$ cat src/rtl/sspim_pkg.sv
// Shared types and helpers for the single-SPI master transaction controller.
// Holds the controller state enum, the operation encodings and two small
// helpers used when picking transmit bytes and deciding whether MISO is kept.
package sspim_pkg;

    typedef enum logic [2:0] {
        ST_IDLE     = 3'd0,
        ST_CS_SETUP = 3'd1,
        ST_LOAD     = 3'd2,
        ST_PRESENT  = 3'd3,
        ST_XFER     = 3'd4,
        ST_CS_HOLD  = 3'd5,
        ST_DONE     = 3'd6
    } state_t;

    localparam logic [1:0] OP_WR   = 2'b00;
    localparam logic [1:0] OP_RD   = 2'b01;
    localparam logic [1:0] OP_WRRD = 2'b10;

    // Only read and write-read keep the received bytes; 11 behaves as a write.
    function automatic logic op_has_rx(input logic [1:0] op);
        return (op == OP_RD) || (op == OP_WRRD);
    endfunction

    // Byte 0 is the most significant byte of the command word.
    function automatic logic [7:0] pick_byte(input logic [31:0] word,
                                             input logic [1:0]  idx);
        logic [7:0] b;
        case (idx)
            2'd0:    b = word[31:24];
            2'd1:    b = word[23:16];
            2'd2:    b = word[15:8];
            default: b = word[7:0];
        endcase
        return b;
    endfunction

endpackage

$ cat src/rtl/sspim_clkgen.sv
// SPI mode-0 clock generator.
// Ports:
//   clk, reset_n      : system clock, synchronous active-low reset
//   en                : run the divider; when low, counter and SCK are held at 0
//   cfg_sck_div       : half-period minus one, in clk cycles
//   sck_int           : generated SPI clock (idles low)
//   sck_pe / sck_ne   : one-cycle pulses in the cycle before SCK rises / falls
module sspim_clkgen
#(
    parameter int SCK_DIV_W = 8
) (
    input  logic                 clk,
    input  logic                 reset_n,
    input  logic                 en,
    input  logic [SCK_DIV_W-1:0] cfg_sck_div,
    output logic                 sck_int,
    output logic                 sck_pe,
    output logic                 sck_ne
);

    logic [SCK_DIV_W-1:0] r_cnt;
    logic                 r_sck;
    logic                 w_tc;

    assign w_tc    = en && (r_cnt == cfg_sck_div);
    assign sck_int = r_sck;
    assign sck_pe  = w_tc && !r_sck;
    assign sck_ne  = w_tc && r_sck;

    always_ff @(posedge clk) begin
        if (!reset_n || !en) begin
            r_cnt <= '0;
            r_sck <= 1'b0;
        end else if (w_tc) begin
            r_cnt <= '0;
            r_sck <= ~r_sck;
        end else begin
            r_cnt <= r_cnt + SCK_DIV_W'(1);
        end
    end

endmodule

$ cat src/rtl/sspim_ctl.sv
// Single-SPI master transaction controller (mode 0).
// Runs a 1..4 byte command: chip-select setup, byte load/present, continuous
// SCK for all bits, chip-select hold, then a one-cycle done.
// Ports:
//   clk, reset_n                  : system clock, synchronous active-low reset
//   cmd_start                     : start pulse, ignored while busy
//   cfg_op/cfg_byte_cnt/cfg_sck_div/wdata : command, captured on accepted start
//   busy, done, rdata             : status and right-justified received bytes
//   sck_int, sck_pe, cs_int_n     : SPI clock, rising-edge strobe, chip select
//   load_byte, byte_out, shift_out, shift_in, byte_in : shift-register handshake
//
// state      | meaning
// -----------+---------------------------------------------------------
// IDLE       | CS high, waiting for cmd_start
// CS_SETUP   | CS low, SCK low for D cycles
// LOAD       | load byte 0 into the shift register
// PRESENT    | put bit 7 of byte 0 on MOSI
// XFER       | SCK running, 16*D cycles per byte, bytes back-to-back
// CS_HOLD    | CS low, SCK low for D cycles
// DONE       | CS high, done pulse
module sspim_ctl
    import sspim_pkg::*;
#(
    parameter int SCK_DIV_W = 8
) (
    input  logic                 clk,
    input  logic                 reset_n,
    input  logic                 cmd_start,
    input  logic [1:0]           cfg_op,
    input  logic [1:0]           cfg_byte_cnt,
    input  logic [SCK_DIV_W-1:0] cfg_sck_div,
    input  logic [31:0]          wdata,
    output logic                 busy,
    output logic                 done,
    output logic [31:0]          rdata,
    output logic                 sck_int,
    output logic                 sck_pe,
    output logic                 cs_int_n,
    output logic                 load_byte,
    output logic [7:0]           byte_out,
    output logic                 shift_out,
    output logic                 shift_in,
    input  logic [7:0]           byte_in
);

    state_t               r_state, w_next;
    logic [1:0]           r_op;
    logic [1:0]           r_nbytes_m1;
    logic [1:0]           r_byte;
    logic [2:0]           r_bit;
    logic [SCK_DIV_W-1:0] r_div;
    logic [SCK_DIV_W-1:0] r_tmr;
    logic [31:0]          r_wdata;
    logic [31:0]          r_rdata;

    logic                 w_clk_en;
    logic                 w_sck_ne;
    logic                 w_rx;
    logic                 w_last_byte;
    logic                 w_tmr_done;
    logic                 w_accept;
    logic [1:0]           w_sel;

    assign w_clk_en    = (r_state == ST_XFER);
    assign w_rx        = op_has_rx(r_op);
    assign w_last_byte = (r_byte == r_nbytes_m1);
    assign w_tmr_done  = (r_tmr == '0);
    assign w_accept    = (r_state == ST_IDLE) && cmd_start;
    assign rdata       = r_rdata;

    sspim_clkgen #(
        .SCK_DIV_W (SCK_DIV_W)
    ) u_clkgen (
        .clk         (clk),
        .reset_n     (reset_n),
        .en          (w_clk_en),
        .cfg_sck_div (r_div),
        .sck_int     (sck_int),
        .sck_pe      (sck_pe),
        .sck_ne      (w_sck_ne)
    );

    // Reads transmit zeros regardless of wdata.
    assign byte_out = (load_byte && (r_op != OP_RD)) ? pick_byte(r_wdata, w_sel) : 8'h00;

    always_ff @(posedge clk) begin
        if (!reset_n) begin
            r_state <= ST_IDLE;
        end else begin
            r_state <= w_next;
        end
    end

    always_comb begin
        w_next    = r_state;
        busy      = 1'b1;
        done      = 1'b0;
        cs_int_n  = 1'b0;
        load_byte = 1'b0;
        shift_out = 1'b0;
        shift_in  = 1'b0;
        w_sel     = r_byte;
        case (r_state)
            ST_IDLE: begin
                busy     = 1'b0;
                cs_int_n = 1'b1;
                if (cmd_start) begin
                    w_next = ST_CS_SETUP;
                end
            end
            ST_CS_SETUP: begin
                if (w_tmr_done) begin
                    w_next = ST_LOAD;
                end
            end
            ST_LOAD: begin
                load_byte = 1'b1;
                w_next    = ST_PRESENT;
            end
            ST_PRESENT: begin
                shift_out = 1'b1;
                w_next    = ST_XFER;
            end
            ST_XFER: begin
                shift_in = w_rx;
                if (w_sck_ne) begin
                    if ((r_bit == 3'd7) && w_last_byte) begin
                        w_next = ST_CS_HOLD;
                    end else begin
                        shift_out = 1'b1;
                    end
                    // Load the next byte one falling edge early so its bit 7
                    // can be presented on falling edge 8 without a gap.
                    if ((r_bit == 3'd6) && !w_last_byte) begin
                        load_byte = 1'b1;
                        w_sel     = r_byte + 2'd1;
                    end
                end
            end
            ST_CS_HOLD: begin
                if (w_tmr_done) begin
                    w_next = ST_DONE;
                end
            end
            ST_DONE: begin
                cs_int_n = 1'b1;
                done     = 1'b1;
                w_next   = ST_IDLE;
            end
            default: begin
                w_next = ST_IDLE;
            end
        endcase
    end

    always_ff @(posedge clk) begin
        if (!reset_n) begin
            r_op        <= OP_WR;
            r_nbytes_m1 <= '0;
            r_div       <= '0;
            r_tmr       <= '0;
            r_wdata     <= '0;
            r_rdata     <= '0;
            r_bit       <= '0;
            r_byte      <= '0;
        end else begin
            if (w_accept) begin
                r_op        <= cfg_op;
                r_nbytes_m1 <= cfg_byte_cnt;
                r_div       <= cfg_sck_div;
                r_tmr       <= cfg_sck_div;
                r_wdata     <= wdata;
                r_rdata     <= '0;
                r_bit       <= '0;
                r_byte      <= '0;
            end
            case (r_state)
                ST_CS_SETUP, ST_CS_HOLD: begin
                    if (!w_tmr_done) begin
                        r_tmr <= r_tmr - SCK_DIV_W'(1);
                    end
                end
                ST_XFER: begin
                    if (w_sck_ne) begin
                        r_bit <= r_bit + 3'd1;
                        if (r_bit == 3'd7) begin
                            r_byte <= r_byte + 2'd1;
                            if (w_rx) begin
                                r_rdata <= {r_rdata[23:0], byte_in};
                            end
                            if (w_last_byte) begin
                                r_tmr <= r_div;
                            end
                        end
                    end
                end
                default: begin
                end
            endcase
        end
    end

endmodule

$ cat config.mk
export PLATFORM = sky130hd
export DESIGN_NAME = sspim_ctl
export DESIGN_NICKNAME = d
export VERILOG_FILES = /design/src/rtl/sspim_pkg.sv /design/src/rtl/sspim_clkgen.sv /design/src/rtl/sspim_ctl.sv
export SDC_FILE = /design/constraint.sdc
export NUM_CORES = 1
export LEC_CHECK = 0
export BUFFER_PORTS_ARGS = -buffer_cell sky130_fd_sc_hd__buf_2
export CORE_ASPECT_RATIO = 2
export CORE_MARGIN = 5
export CORE_UTILIZATION = 54
export DETAILED_ROUTE_END_ITERATION = 6
export PLACE_DENSITY = 0.82
export SYNTH_ARGS = -nofsm -noshare
export SYNTH_HDL_FRONTEND = slang
export SYNTH_SLANG_ARGS = --single-unit
$ cat constraint.sdc
create_clock -name clk -period 3.1 [get_ports clk]
set_input_delay 0.465 -clock clk [delete_from_list [all_inputs] [get_ports clk]]
set_output_delay 0.465 -clock clk [all_outputs]
set_load 0.01 [all_outputs]
# --- Word level (Yosys, flattened, before mapping) ---
# Cells that the tools add are included.
totals:
  regBits: 101
  in_bits: 55
classes:
  muxes: 39
  n_eq_ne: 20
  bitwise_logic: 1
  n_reduce_logical: 20
  add_sub_neg: 4
ops:
  columns: ["op", "count"]
  rows:
  - ["$mux W32", 5]
  - ["$mux W8", 6]
  - ["$mux W3", 8]
  - ["$pmux W8 S3", 1]
  - ["$pmux W3 S6", 1]
  - ["$pmux W8 S2", 1]
  - ["$eq A3 B3 Y1 const B", 5]
  - ["$mux W2", 7]
  - ["$ne A2 B2 Y1 const B", 5]
  - ["$add A8 B1 Y8 const B", 1]
  - ["$eq A8 B8 Y1", 1]
  - ["$logic_not A8 Y1", 1]
  - ["$mux W1", 8]
  - ["$sub A8 B1 Y8 const B", 1]
  - ["$logic_and A1 B1 Y1", 7]
  - ["$eq A3 B2 Y1 const B", 2]
  - ["$reduce_or A2 Y1", 3]
  - ["$reduce_and A5 Y1", 1]
  - ["$eq A2 B1 Y1 const B", 2]
  - ["$eq A2 B2 Y1 const B", 2]
  - ["$logic_not A1 Y1", 4]
  - ["$pmux W1 S2", 2]
  - ["$add A3 B1 Y3 const B", 1]
  - ["$eq A3 B1 Y1 const B", 1]
  - ["other kinds (7)", 8]

# --- Depth between registers and ports, before layout ---
# Gate-level depths: netlist of run 1.
depth:
  depth_word: 9
  ltp_mapped: 9

# --- Hierarchy ---
# A second synthesis of run 1 with hierarchy kept.
hier_totals:
  cells_unflattened: 585
  hier_area_um2: 4938.5
by_module_without_submodules:
  columns: ["module", "instances", "cells_per_inst", "area_each_um2"]
  rows:
  - ["sspim_ctl", 1, 536, 4460.5]
  - ["sspim_clkgen", 1, 49, 478.0]

# --- Least setup slack after synthesis of run 1 ---
# Ideal clock, no wire load.
synth_timing:
  kind: "register to output"
  start: "reg r_div[6]"
  end: "out byte_out[5]"
  t_arrival_ps: 2029
  path_slack_ps: 606
  path_stages_with_launch: 8
  n_path_buf: 1
  path_cell_list: "dfxtp_1 xor2_1 nor4_4 nand4_4 xnor2_4 buf_4 o22ai_1 a211oi_1"
synth_between:
  elab_chain_cells: 8
  elab_cells_between_ends: 13
  classes_between: "eq/ne (3); mux (6); reduce/logical (4)"
synth_lines:
  columns: ["item", "line_no", "rtl"]
  rows:
  - ["start, declared", "sspim_ctl.sv:51", "logic [SCK_DIV_W-1:0] r_div;"]
  - ["start signal, assigned", "sspim_ctl.sv:170", "r_div <= cfg_sck_div;"]
  - ["$eq A8 B8 Y1 *", "sspim_clkgen.sv:25", "assign w_tc = en && (r_cnt == cfg_sck_div);"]
  - ["$logic_and A1 B1 Y1 *", "sspim_clkgen.sv:25", null]
  - ["$logic_and A1 B1 Y1 *", "sspim_clkgen.sv:28", "assign sck_ne = w_tc && r_sck;"]
  - ["$mux W2", "sspim_ctl.sv:126", "if (w_sck_ne) begin"]
  - ["$mux W2", "sspim_ctl.sv:103", "case (r_state)"]
  - ["$eq A2 B2 Y1 (tied with other cells)", "sspim_pkg.sv:29", "case (idx)"]
  - ["$pmux W8 S3", "sspim_pkg.sv:29", null]
  - ["$mux W8 *", "sspim_ctl.sv:84", "assign byte_out = (load_byte && (r_op != OP_RD)) ? pick_byte(r_wdata, w_sel) : 8'h00;"]
  - ["end, declared", "sspim_ctl.sv:40", "output logic [7:0] byte_out,"]
# Every way passes the cells marked *; elsewhere a longest branch is shown, timed or not.

# --- Worst setup path after layout of run 1 ---
layout_timing:
  start: "reg r_div[6]"
  end: "out byte_out[0]"
# The elaborated chain is that of the path after synthesis.

==> results summary, run 1 <==
The path class of the tightest hold or removal check is input pin to register. The number of cell instances on the worst register-to-register path is 9. The clock tree root driver cell is sky130_fd_sc_hd__clkbuf_16. The number of nets produced by synthesis came out at 639. Setup repair after global routing could not meet its margin everywhere. The number of diodes is 0. The CTS H-tree depth came out at 3.

The overall routing resource usage is 23.5%. Row generation in the floorplan step produced 48 rows. Summing internal, switching and leakage power gives between 3 and 4 mW.

The instance count along the most critical hold path came out at 3. The via count of the first global-routing pass came to between 4000 and 5000. In this run the worst setup path begins at r_div[6]. The post-route clock skew came out at 8.32 ps. After detailed routing, the average wire length per cell comes to 16.9 um. The top achievable clock speed is 0.326 GHz. The sequential power share is 46.3%.

STA puts the critical path data required time at 2630 ps. The flow ran to the end, and the final reports show no timing, DRC or antenna violations. The sum of net half-perimeters after detailed placement came out at approximately 9000 um. The routed design could run at a clock period as short as 3070 ps. For this configuration, the core starts out at a cell density of between 50 and 60%. The share of power burned in combinational logic is 18.7%. The slew at the pin closest to its max-slew limit came out at between 1000 and 1500 ps. At the end of the flow, the number of nets in the layout was 728. Counting every sink on the clock net gives 101. The static leakage power came out at 2.35 nW. Per report_power, the clock group accounts for 35.0% of the total. The total via count in the routed design is 4517. The cell area after placement is 5310 um^2.

The classification of the worst setup path is register to primary output. The number of instances in the synthesized netlist is 578. The filler cells instantiated in the layout total ~740.

STA classifies the critical path endpoint as a primary output. The total area inside the core boundary comes to around 8600 um^2. The routability congestion estimate is between 0.8 and 0.9. The number of hold violations in the final report is 0. Registers take 2030 um^2. The final sum of negative setup slack came out at 0 ps. The width of the chip came out at 76.4 um. Leaving out fill and tap cells, the most frequent cell in the layout is sky130_fd_sc_hd__nand2_1. The layout cell share with drive strength beyond 1 came out at roughly a quarter. The worst register-to-register path begins at u_clkgen.r_cnt[3]. For this run the aggregate overflow at the end of global routing stands at 0. The final critical path takes up 99.0% of the cycle.

The footprint of the multi-input gates came out at 2600 um^2. The clock transition at the registers of the reported paths is 70 ps. The floorplan die area came out at 10900 um^2. The clock buffer count from CTS came out at 9. In this run the power spent charging and discharging nets is 0.944 mW. The number of warning messages in the yosys log is 0. The cell-internal power came out at 2.26 mW.

The final design area excluding fillers is 5720 um^2. Along the worst path, the maximum fanout reaches 7. The final wirelength came out at 13100 um. The number of distinct library cells after synthesis came out at 51. The number of placed instances, taps included, is 749. The highest ir drop seen on vdd came out at 0.000405 V. The end of the worst register-to-register path is rdata[18]. Summing every instance area after synthesis gives 4750 um^2. In this run the power density over the cells is 560 nW/um^2. In this run the most critical hold path is launched from byte_in[5]. The signal arrival time at the worst endpoint came out at 2600 ps. The post-detailed-route DRC marker count is 0. The number of antenna violations at the first check in global routing is 0. The startpoint kind of the worst setup timing path is a register. The flip-flop and latch count after synthesis came out at 101. The worst-skew pair later-pin latency is 350 ps. The first-pass GRT wire length came out at 20900 um. The count of endpoints failing setup in the final report came out at 0. The number of detailed-route iterations in the first pass is 5. The clock tree buffer depth is 2. The layout overhead on the synthesized area is 20.4%.

The number of max-slew violations in the final report came out at 0. The top flip-flop cell by instance count after synthesis is sky130_fd_sc_hd__dfxtp_1. The number of nets with antenna violations after routing is 0.

The sequential-to-total area share from yosys stat is 42.5%. The via density per instance came out at 5.85. The number of primary I/O pins is 103. TritonCTS built the clock tree. The path with the worst hold slack has its endpoint at rdata[5]. Dividing the synthesized area by the synthesized cell count gives between 8 and 9 um^2. In this run, the number of DRC markers left after iteration 0 of detailed routing was ~280. The internal reg-to-reg setup slack came out at 530 ps. Of all flip-flops after synthesis, the portion carrying an async set or reset was 0%. The maximum number of pins on one net before global-route repair came out at 73.

The number of synthesized flops with an enable pin is 0. Net switching is 29.5% of the power. The post-layout instance count excluding filler cells came out at approximately 770. In this run the vertical extent of the chip is 143 um. The normalized max-slew margin came out at 31.1%. The total of buffers placed on input and output ports is 102. The count of maximum capacitance violations is 0. In the layout the commonest cells are 142 x sky130_fd_sc_hd__nand2_1, 102 x sky130_fd_sc_hd__buf_2, 94 x sky130_fd_sc_hd__dfxtp_1, 47 x sky130_fd_sc_hd__a21boi_0, 44 x sky130_fd_sc_hd__nand3_1.
timing repair:
action / in CTS / in global routing
gates resized for setup: 3 / 16
setup endpoints to repair: 8 / 8
hold endpoints to repair: 0 / 0
setup buffers: 5 / 2
hold buffers: 0 / 0
pin swaps: 2 / 7
power groups by stage:
stage               logic (mW)  registers (mW)  clock network (mW)
global route             0.666            1.49                1.18
CTS                      0.593            1.48                1.13
detailed placement       0.576            1.51                   0
global placement         0.553            1.50                   0
finish                   0.599            1.48                1.12
floorplan                0.426            1.47                   0
critical path: stages (launching register included):
cell	delay (ps)
sky130_fd_sc_hd__dfxtp_2	340
sky130_fd_sc_hd__xor2_2	190
sky130_fd_sc_hd__nor4_4	290
sky130_fd_sc_hd__buf_4	190
sky130_fd_sc_hd__nand4_4	230
sky130_fd_sc_hd__xnor2_4	270
sky130_fd_sc_hd__buf_6	150
sky130_fd_sc_hd__o22ai_1	80
sky130_fd_sc_hd__a211oi_1	310
sky130_fd_sc_hd__buf_2	190
flip-flops by register name, indices dropped and copies added (netlist names):
register	flops
r_state	3
rdata	32
u_clkgen.r_cnt	8
r_wdata	32
r_div	8
r_nbytes_m1	2
r_bit	3
r_byte	2
r_tmr	8
r_op	2
u_clkgen.sck_int	1
worst max-delay path by stage:
stage | cells past startpoint | endpoint | slack (ps)
2_1_floorplan | 7 | byte_out[5] | 610
3_3_place_gp | 7 | byte_out[6] | 340
3_5_place_dp | 7 | byte_out[6] | 280
4_1_cts | 7 | byte_out[6] | 10
5_1_grt | 8 | byte_out[7] | -30
6_report | 9 | byte_out[0] | 30
synthesized netlist by cell type (all sizes together), types with 2 or more instances:
master	number	share of area, %
a211oi	8	1.3
a21boi	80	13
a21o	2	0.32
a21oi	13	1.4
and2	7	0.92
and3	6	0.79
and4	2	0.37
buf	10	1.1
clkbuf	28	2.2
dfxtp	101	43
ha	6	1.6
inv	11	0.87
mux2i	3	0.89
nand2	142	11
nand3	46	4.9
nand4	3	0.71
nor2	22	1.7
nor3	13	1.5
nor4	2	0.58
o21a	8	1.3
o21ai	13	1.4
o221ai	7	1.3
o22ai	8	1.1
or2	2	0.26
or3	2	0.26
or4	2	0.32
xnor2	8	1.9
xor2	12	2.2
cell families (layout without fill, tap and decap cells):
| family | Yosys count | in the layout | share of synthesized area [%] |
|---|---|---|---|
| adders and majority gates | 6 | 6 | 1.58 |
| AOI/OAI and AO/OA | 146 | 146 | 22.0 |
| and+or+nand+nor | 252 | 252 | 24.5 |
| muxes | 4 | 4 | 1.13 |
| xor gates and xnor gates | 20 | 20 | 4.08 |
| buffers and inverters | 49 | 143 | 4.18 |
| DFF | 101 | 101 | 42.5 |
metrics by stage:
step	hold WS [ps]	setup WS (ps)	utilization (%)
2_1_floorplan	439	606	-
3_5_place_dp	458	281	61.3
5_1_grt	364	-32.1	66.2
6_report	354	31.3	66.2
3_3_place_gp	448	336	61.3
4_1_cts	351	14.2	65.3
final cells by class:
cell class              instances  share of cell area [%]
clock inverters                 5                    1.05
clock buffers                  11                    4.07
well taps                     100                    2.19
inverters                      11                   0.721
repair buffers                116                    11.1
flip-flops and latches        101                    35.5
multi-input cells             428                    45.4
routing by layer:
layer	up-vias	global-route usage, %	share of wire [%]
li1	2161	-	-
met1	2130	24.0	36
met2	173	43.4	54
met3	53	4.36	4.3
met4	0	14.2	5.8
met5	-	0	0
No activity file was read; power rests on OpenSTA's default activity.
==> inputs of run 2 (changes only) <==
RECOVER_POWER = 25   (was unset)
==> results summary, run 2 (synthesized netlist as in run 1, its figures left out) <==
In this run the core area contains 48 standard-cell rows. The total via count in the routed design came out at around 4500. The portion of total power attributed to the clock network is 34.9%.

The library cells used most frequently in the layout, excluding fill and tap cells, are 142 x sky130_fd_sc_hd__nand2_1, 94 x sky130_fd_sc_hd__dfxtp_1, 69 x sky130_fd_sc_hd__buf_2, 47 x sky130_fd_sc_hd__a21boi_0, 45 x sky130_fd_sc_hd__nand3_1. Setup repair after global routing could not meet its margin everywhere. Tracing the worst setup path back leads to its startpoint at r_div[6].

The share of total power dissipated in combinational logic is a little under a fifth. Dividing the detail-routed via count by the number of cells gives 5.83. The number of design-rule violations left by the first detailed-router iteration came out at between 200 and 300. The number of detailed-route iterations in the first pass is 7. The run finished with clean final reports. The top achievable clock speed is roughly 0.33 GHz. The largest fanout on the critical path came out at 6. The clock tree root driver cell is sky130_fd_sc_hd__clkbuf_16. Once detail routing completed, the nets flagged for antenna violations numbered 0. Power spread over the standard cell area amounts to ~560 nW/um^2. The CTS H-tree depth is 3. TritonCTS built the clock tree.

The number of cell instances on the worst register-to-register path came out at 9. The worst register-to-register path begins at u_clkgen.r_cnt[3]. The total net switching power is around 0.94 mW. The quantity of hold-fixing buffers added after cts came out at 0.

The count of endpoints failing setup in the final report is 0. The cell-internal power is 2.26 mW. The sum of net half-perimeters after detailed placement came out at 9230 um. Entering global routing, the biggest net connects 73 pins.

Clock-pin slew was measured on the worst setup and hold paths at 70 ps. The layout overhead on the synthesized area came out at 19.3%. The post-route netlist has 18.6% of its cells at a drive strength greater than 1.

The path class of the tightest hold or removal check is input pin to register. The switching share of power is 29.5%. The floorplan die area is around 11000 um^2.

Dividing the detail-routed wire length by the instance count gives 17.0 um. The worst path in the final design needs a cycle of just over 3000 ps, including I/O delays and setup. The number of antenna violations at the first check in global routing is 0. The footprint of the multi-input gates came out at 2590 um^2. 0 antenna diodes ended up in the layout. The normalized max-slew margin came out at 29.5%. The y dimension of the die came out at between 100 and 150 um. Global routing finished with a remaining overflow of 0.

The part of the cycle the worst path needs came out at between 90% and 100%. For the pin with the worst max-slew slack, the measured transition is 1060 ps. The number of hold violations in the final report came out at 0.

The setup check on the worst reg-to-reg path leaves a slack of 520 ps. Following the worst setup path forward leads to its endpoint at byte_out[7]. The critical path is of the register to primary output type.

The congestion estimate from routability-driven global placement came to 0.894. In this run, flip-flops and latches consume 46.3% of the power. The overall routing resource usage came out at 23.5%. The clock reaches the later pin of the worst-skew pair after 350 ps. STA puts the critical path data required time at roughly 2600 ps. The kind of capture point of the worst setup path is a primary output. The post-detailed-route DRC marker count is 0. Clock tree synthesis inserted a total of 9 buffers.

The startpoint kind of the worst setup timing path is a register. The final-layout fill cell count came out at 765. After detailed routing, the total wire length is 13100 um. The worst register-to-register path ends at rdata[18]. The highest ir drop seen on vdd came out at slightly below 0.0004 V. The total clock sinks came out at 101. The clock tree buffer depth is 2. The post-route clock skew is 8.11 ps.

The number of primary I/O pins is 103. The area taken by flip-flops and latches is 2030 um^2. The total of buffers placed on input and output ports came out at approximately 100. The signal arrival time at the worst endpoint came out at 2550 ps.

The via count of the first global-routing pass came out at 4444. Final hold analysis gives a worst-case slack of about 350 ps. The width of the chip is between 70 and 80 um. The static leakage power came out at 2.20 nW. The initial cell density of the core came out at a little over half.

The first global-routing pass estimated roughly 21000 um of wire. The count of nets after finishing came out at around 730. The count of maximum capacitance violations is 0. In this run the cell area measured after placement is 5310 um^2. The number of max-slew violations in the final report came out at 0.

The most common library cell in the layout ignoring fill and taps is sky130_fd_sc_hd__nand2_1. The final design area excluding fillers came out at 5670 um^2. The total core area came out at 8650 um^2.
run 2: worst min path at each step:
stage	from	endpoint	slack, ps	depth (start not counted)
after detailed placement	r_wdata[4]	r_wdata[4]	460	2
after global placement	rdata[30]	rdata[30]	450	2
after global routing	byte_in[0]	rdata[0]	360	3
after CTS	byte_in[5]	rdata[5]	350	3
after floorplan	r_wdata[7]	r_wdata[7]	440	2
final	byte_in[5]	rdata[5]	350	3
run 2: metal layers:
metal / global-route usage (%) / part of all wire, % / vias to the layer above / wire, um
met5: 0 / 0 / - / 0
met2: 43.4 / 54 / 167 / 7090
met4: 14.2 / 5.8 / 0 / 763
met1: 24.0 / 36 / 2115 / 4720
met3: 4.36 / 4.3 / 56 / 559
li1: - / - / 2165 / -
run 2: cell type report:
type / count / share of cell area [%]
multi-input cells: 428 / 45.7
flip-flops and latches: 101 / 35.8
repair buffers: 116 / 10.4
clock buffers: 11 / 4.10
well taps: 100 / 2.21
clock inverters: 5 / 1.06
inverters: 11 / 0.728
run 2: power groups by stage:
stage	registers (mW)	clock network (mW)	logic, mW
floorplan	1.47	0	0.426
global placement	1.50	0	0.553
detailed placement	1.51	0	0.576
CTS	1.48	1.13	0.593
global route	1.49	1.18	0.665
finish	1.48	1.12	0.600
run 2: metrics by stage:
stage	worst slack (ps)	TNS (ps)	util, %	cells	total power, mW
2_1_floorplan	606	0	-	578	1.90
3_3_place_gp	336	0	61.3	749	2.05
3_5_place_dp	281	0	61.3	749	2.08
4_1_cts	14.2	0	65.3	770	3.20
5_1_grt	-32.1	-92.0	65.6	772	3.34
6_report	83.7	0	65.6	772	3.20
run 2: what timing repair did:
item / CTS / global route
resized for setup: 3 / 16
setup buffers: 5 / 2
setup endpoints to repair: 8 / 8
pin swaps: 2 / 7
run 2: critical path: stages, from the launching register on:
cell and delay, ps:
sky130_fd_sc_hd__dfxtp_2 340, sky130_fd_sc_hd__xor2_2 190, sky130_fd_sc_hd__nor4_4 290, sky130_fd_sc_hd__buf_4 190, sky130_fd_sc_hd__nand4_4 230, sky130_fd_sc_hd__buf_6 210, sky130_fd_sc_hd__or4_1 420, sky130_fd_sc_hd__nand3_1 120
sky130_fd_sc_hd__nor3_1 70, sky130_fd_sc_hd__buf_2 150
==> inputs of run 3 (changes only) <==
BUFFER_PORTS_ARGS = unset   (was -buffer_cell sky130_fd_sc_hd__buf_2)
CORE_UTILIZATION = 60   (was 54)
DONT_BUFFER_PORTS = 1   (was unset)
PLACE_DENSITY = 0.79   (was 0.82)
==> results summary, run 3 (synthesized netlist as in run 1, its figures left out) <==
The run finished with clean final reports. The part of the cycle the worst path needs is a little over nine tenths. The number of primary I/O pins came out at 103. Across the VDD grid, the largest voltage drop is 0.000473 V. The data required time at the worst endpoint came out at 2630 ps.

Measured along the x axis, the die boundary spans 72.9 um. In this run, post-CTS hold repair placed 0 buffers. Once layout is done, the placed cells without fillers occupy around 5200 um^2. The clock tree buffer depth is 2. The top achievable clock speed came out at about 0.34 GHz.

The signal arrival time at the worst endpoint came out at ~2500 ps. The final-layout fill cell count is 685. Summing all placed instances gives a cell area of 4770 um^2. The fraction of met1 tracks used by global routing is 31.6%. For this run, design rule violations remaining after detail routing come to 0.

The share of power burned in combinational logic is 16.0%. The static leakage power is between 1.5 and 2 nW. Of all nets on the critical path, the largest fanout is 6. The global routing stage identified its most utilized layer as met2. The final wirelength came out at 11300 um. The clock tree root driver cell is sky130_fd_sc_hd__clkbuf_16. The number of design-rule violations left by the first detailed-router iteration is 365.

The via count of the first global-routing pass is around 3600. The clock transition at the registers of the reported paths is approximately 70 ps. Max-cap violations in this run came to 0.

The first-pass GRT wire length is 18200 um. The clock buffer count from CTS is 9. The total via count in the routed design came out at 3938. The smallest setup slack after layout came out at 143 ps.

The number of hold violations in the final report is 0. Leaving out fill and tap cells, the most frequent cell in the layout is sky130_fd_sc_hd__nand2_1. The startpoint kind of the worst setup timing path is a register. Routability-driven placement finished with a final weighted congestion of 0.887. The share of total power dissipated in sequential elements is a little under half. The worst-skew pair later-pin latency is 350 ps. TritonCTS built the clock tree. The power per cell area is ~600 nW/um^2. The switching share of power is between 20 and 30%.

The post-route minimum period is 2960 ps. The hold slack is between 200 and 250 ps. Clock skew on the completed layout was measured at 10.6 ps. The total core area is 7830 um^2. The die covers roughly 9900 um^2.

The normalized max-slew margin came out at 25.7%. The H-tree was split into 3 levels. The via density per instance came out at between 5 and 6. Summed over all nets, the switching power comes to 0.913 mW. The kind of capture point of the worst setup path is a primary output. The layout cell share with drive strength beyond 1 is 8.66%.

Setup repair after global routing left no endpoint under its margin. The sum of net half-perimeters after detailed placement came out at 7610 um. The floorplan has 46 rows. The portion of total power attributed to the clock network is ~37%. The number of nets with antenna violations after routing is 0. The sum of overflow across all layers after global routing came out at 0.

The number of antenna violations at the first check in global routing is 0. The slew at the pin closest to its max-slew limit is 1110 ps. The pre-antenna-repair detailed-routing pass consisted of 4 iterations. Dividing the detail-routed wire length by the instance count gives between 15 and 20 um. The routing usage on met2 came out at about 34%. The routing usage on met3 came out at under 10%. Setup total negative slack on the finished layout was measured at 0 ps. In the layout the commonest cells are 142 x sky130_fd_sc_hd__nand2_1, 101 x sky130_fd_sc_hd__dfxtp_1, 47 x sky130_fd_sc_hd__a21boi_0, 44 x sky130_fd_sc_hd__nand3_1, 33 x sky130_fd_sc_hd__a21boi_1. The cell-internal power is between 2 and 2.5 mW.

The y dimension of the die came out at 136 um. The number of max-slew violations in the final report is 0. In this run the tool buffered the top-level ports with 0 buffer cells. The count of endpoints failing setup in the final report came out at 0. Global routing used 23.3% of the available tracks. The post-route total power came out at roughly 3.2 mW. The initial cell density of the core is 60.7%. The tightest min-delay check is of the input pin to register type. The total clock sinks came out at 101.

The layout overhead on the synthesized area is 9.11%. The worst setup path is of the register to primary output kind. The count of nets after finishing came out at 622. The pre-CTS setup slack came out at between 300 and 400 ps. Entering global routing, the biggest net connects 94 pins. The number of diodes is 0.
==> run 3: cell types whose count changed in the layout (fill, tap and decap cells not counted), sizes merged <==
cell,previous run,this run
buf,82,10
clkbuf,45,10
clkinvlp,1,0
inv,12,14
==> run 3: power groups by stage <==
stage          Combinational [mW]  Sequential, mW  Clock (mW)
2_1_floorplan               0.426            1.47           0
3_3_place_gp                0.486            1.50           0
3_5_place_dp                0.496            1.50           0
4_1_cts                     0.503            1.47        1.20
5_1_grt                     0.575            1.49        1.26
6_report                    0.507            1.48        1.18
==> run 3: area by class of cell <==
class	instances	area [um^2]	share of cell area (%)
well taps	96	120	2.32
clock inverters	6	76.3	1.47
flip-flops and latches	101	2020	39.0
repair buffers	10	75.1	1.45
inverters	11	41.3	0.796
multi-input cells	428	2610	50.4
clock buffers	10	239	4.61
==> run 3: path summary, 6_finish.rpt <==
check	end	slack (ps)	cells past startpoint	from
worst min-delay path	r_tmr[2]	240	1	reset_n
worst max register to register	rdata[31]	600	8	u_clkgen.r_cnt[2]
worst min register to register	r_wdata[15]	470	2	r_wdata[15]
worst max-delay path	byte_out[3]	140	8	u_clkgen.r_cnt[2]
==> run 3: critical path, stage by stage (launching register included) <==
cell                       delay, ps
sky130_fd_sc_hd__dfxtp_1         420
sky130_fd_sc_hd__xor2_1          150
sky130_fd_sc_hd__nor4_4          280
sky130_fd_sc_hd__buf_4           180
sky130_fd_sc_hd__nand4_4         210
sky130_fd_sc_hd__xnor2_4         270
sky130_fd_sc_hd__buf_4           170
sky130_fd_sc_hd__o22ai_1          90
sky130_fd_sc_hd__a211oi_2        370
==> run 3: metrics by stage <==
step	util, %	cells
6_report	66.3	662
5_1_grt	66.3	662
4_1_cts	65.8	660
3_5_place_dp	60.9	641
3_3_place_gp	60.9	641
2_1_floorplan	-	578
==> run 3: repair_timing <==
item / 4_1_cts / 5_1_grt
gates resized for setup: 8 / 4
pin swaps: 1 / 3
endpoints found under the setup margin: 7 / 8
setup buffers: 3 / 2
gates cloned: 0 / 0
==> run 3: per-layer routing <==
metal	up-vias	part of all wire, %	wire length (um)
met3	19	8.0	908
met1	1829	43	4900
met4	0	2.5	286
met2	125	46	5240
met5	-	0	0
li1	1965	-	-
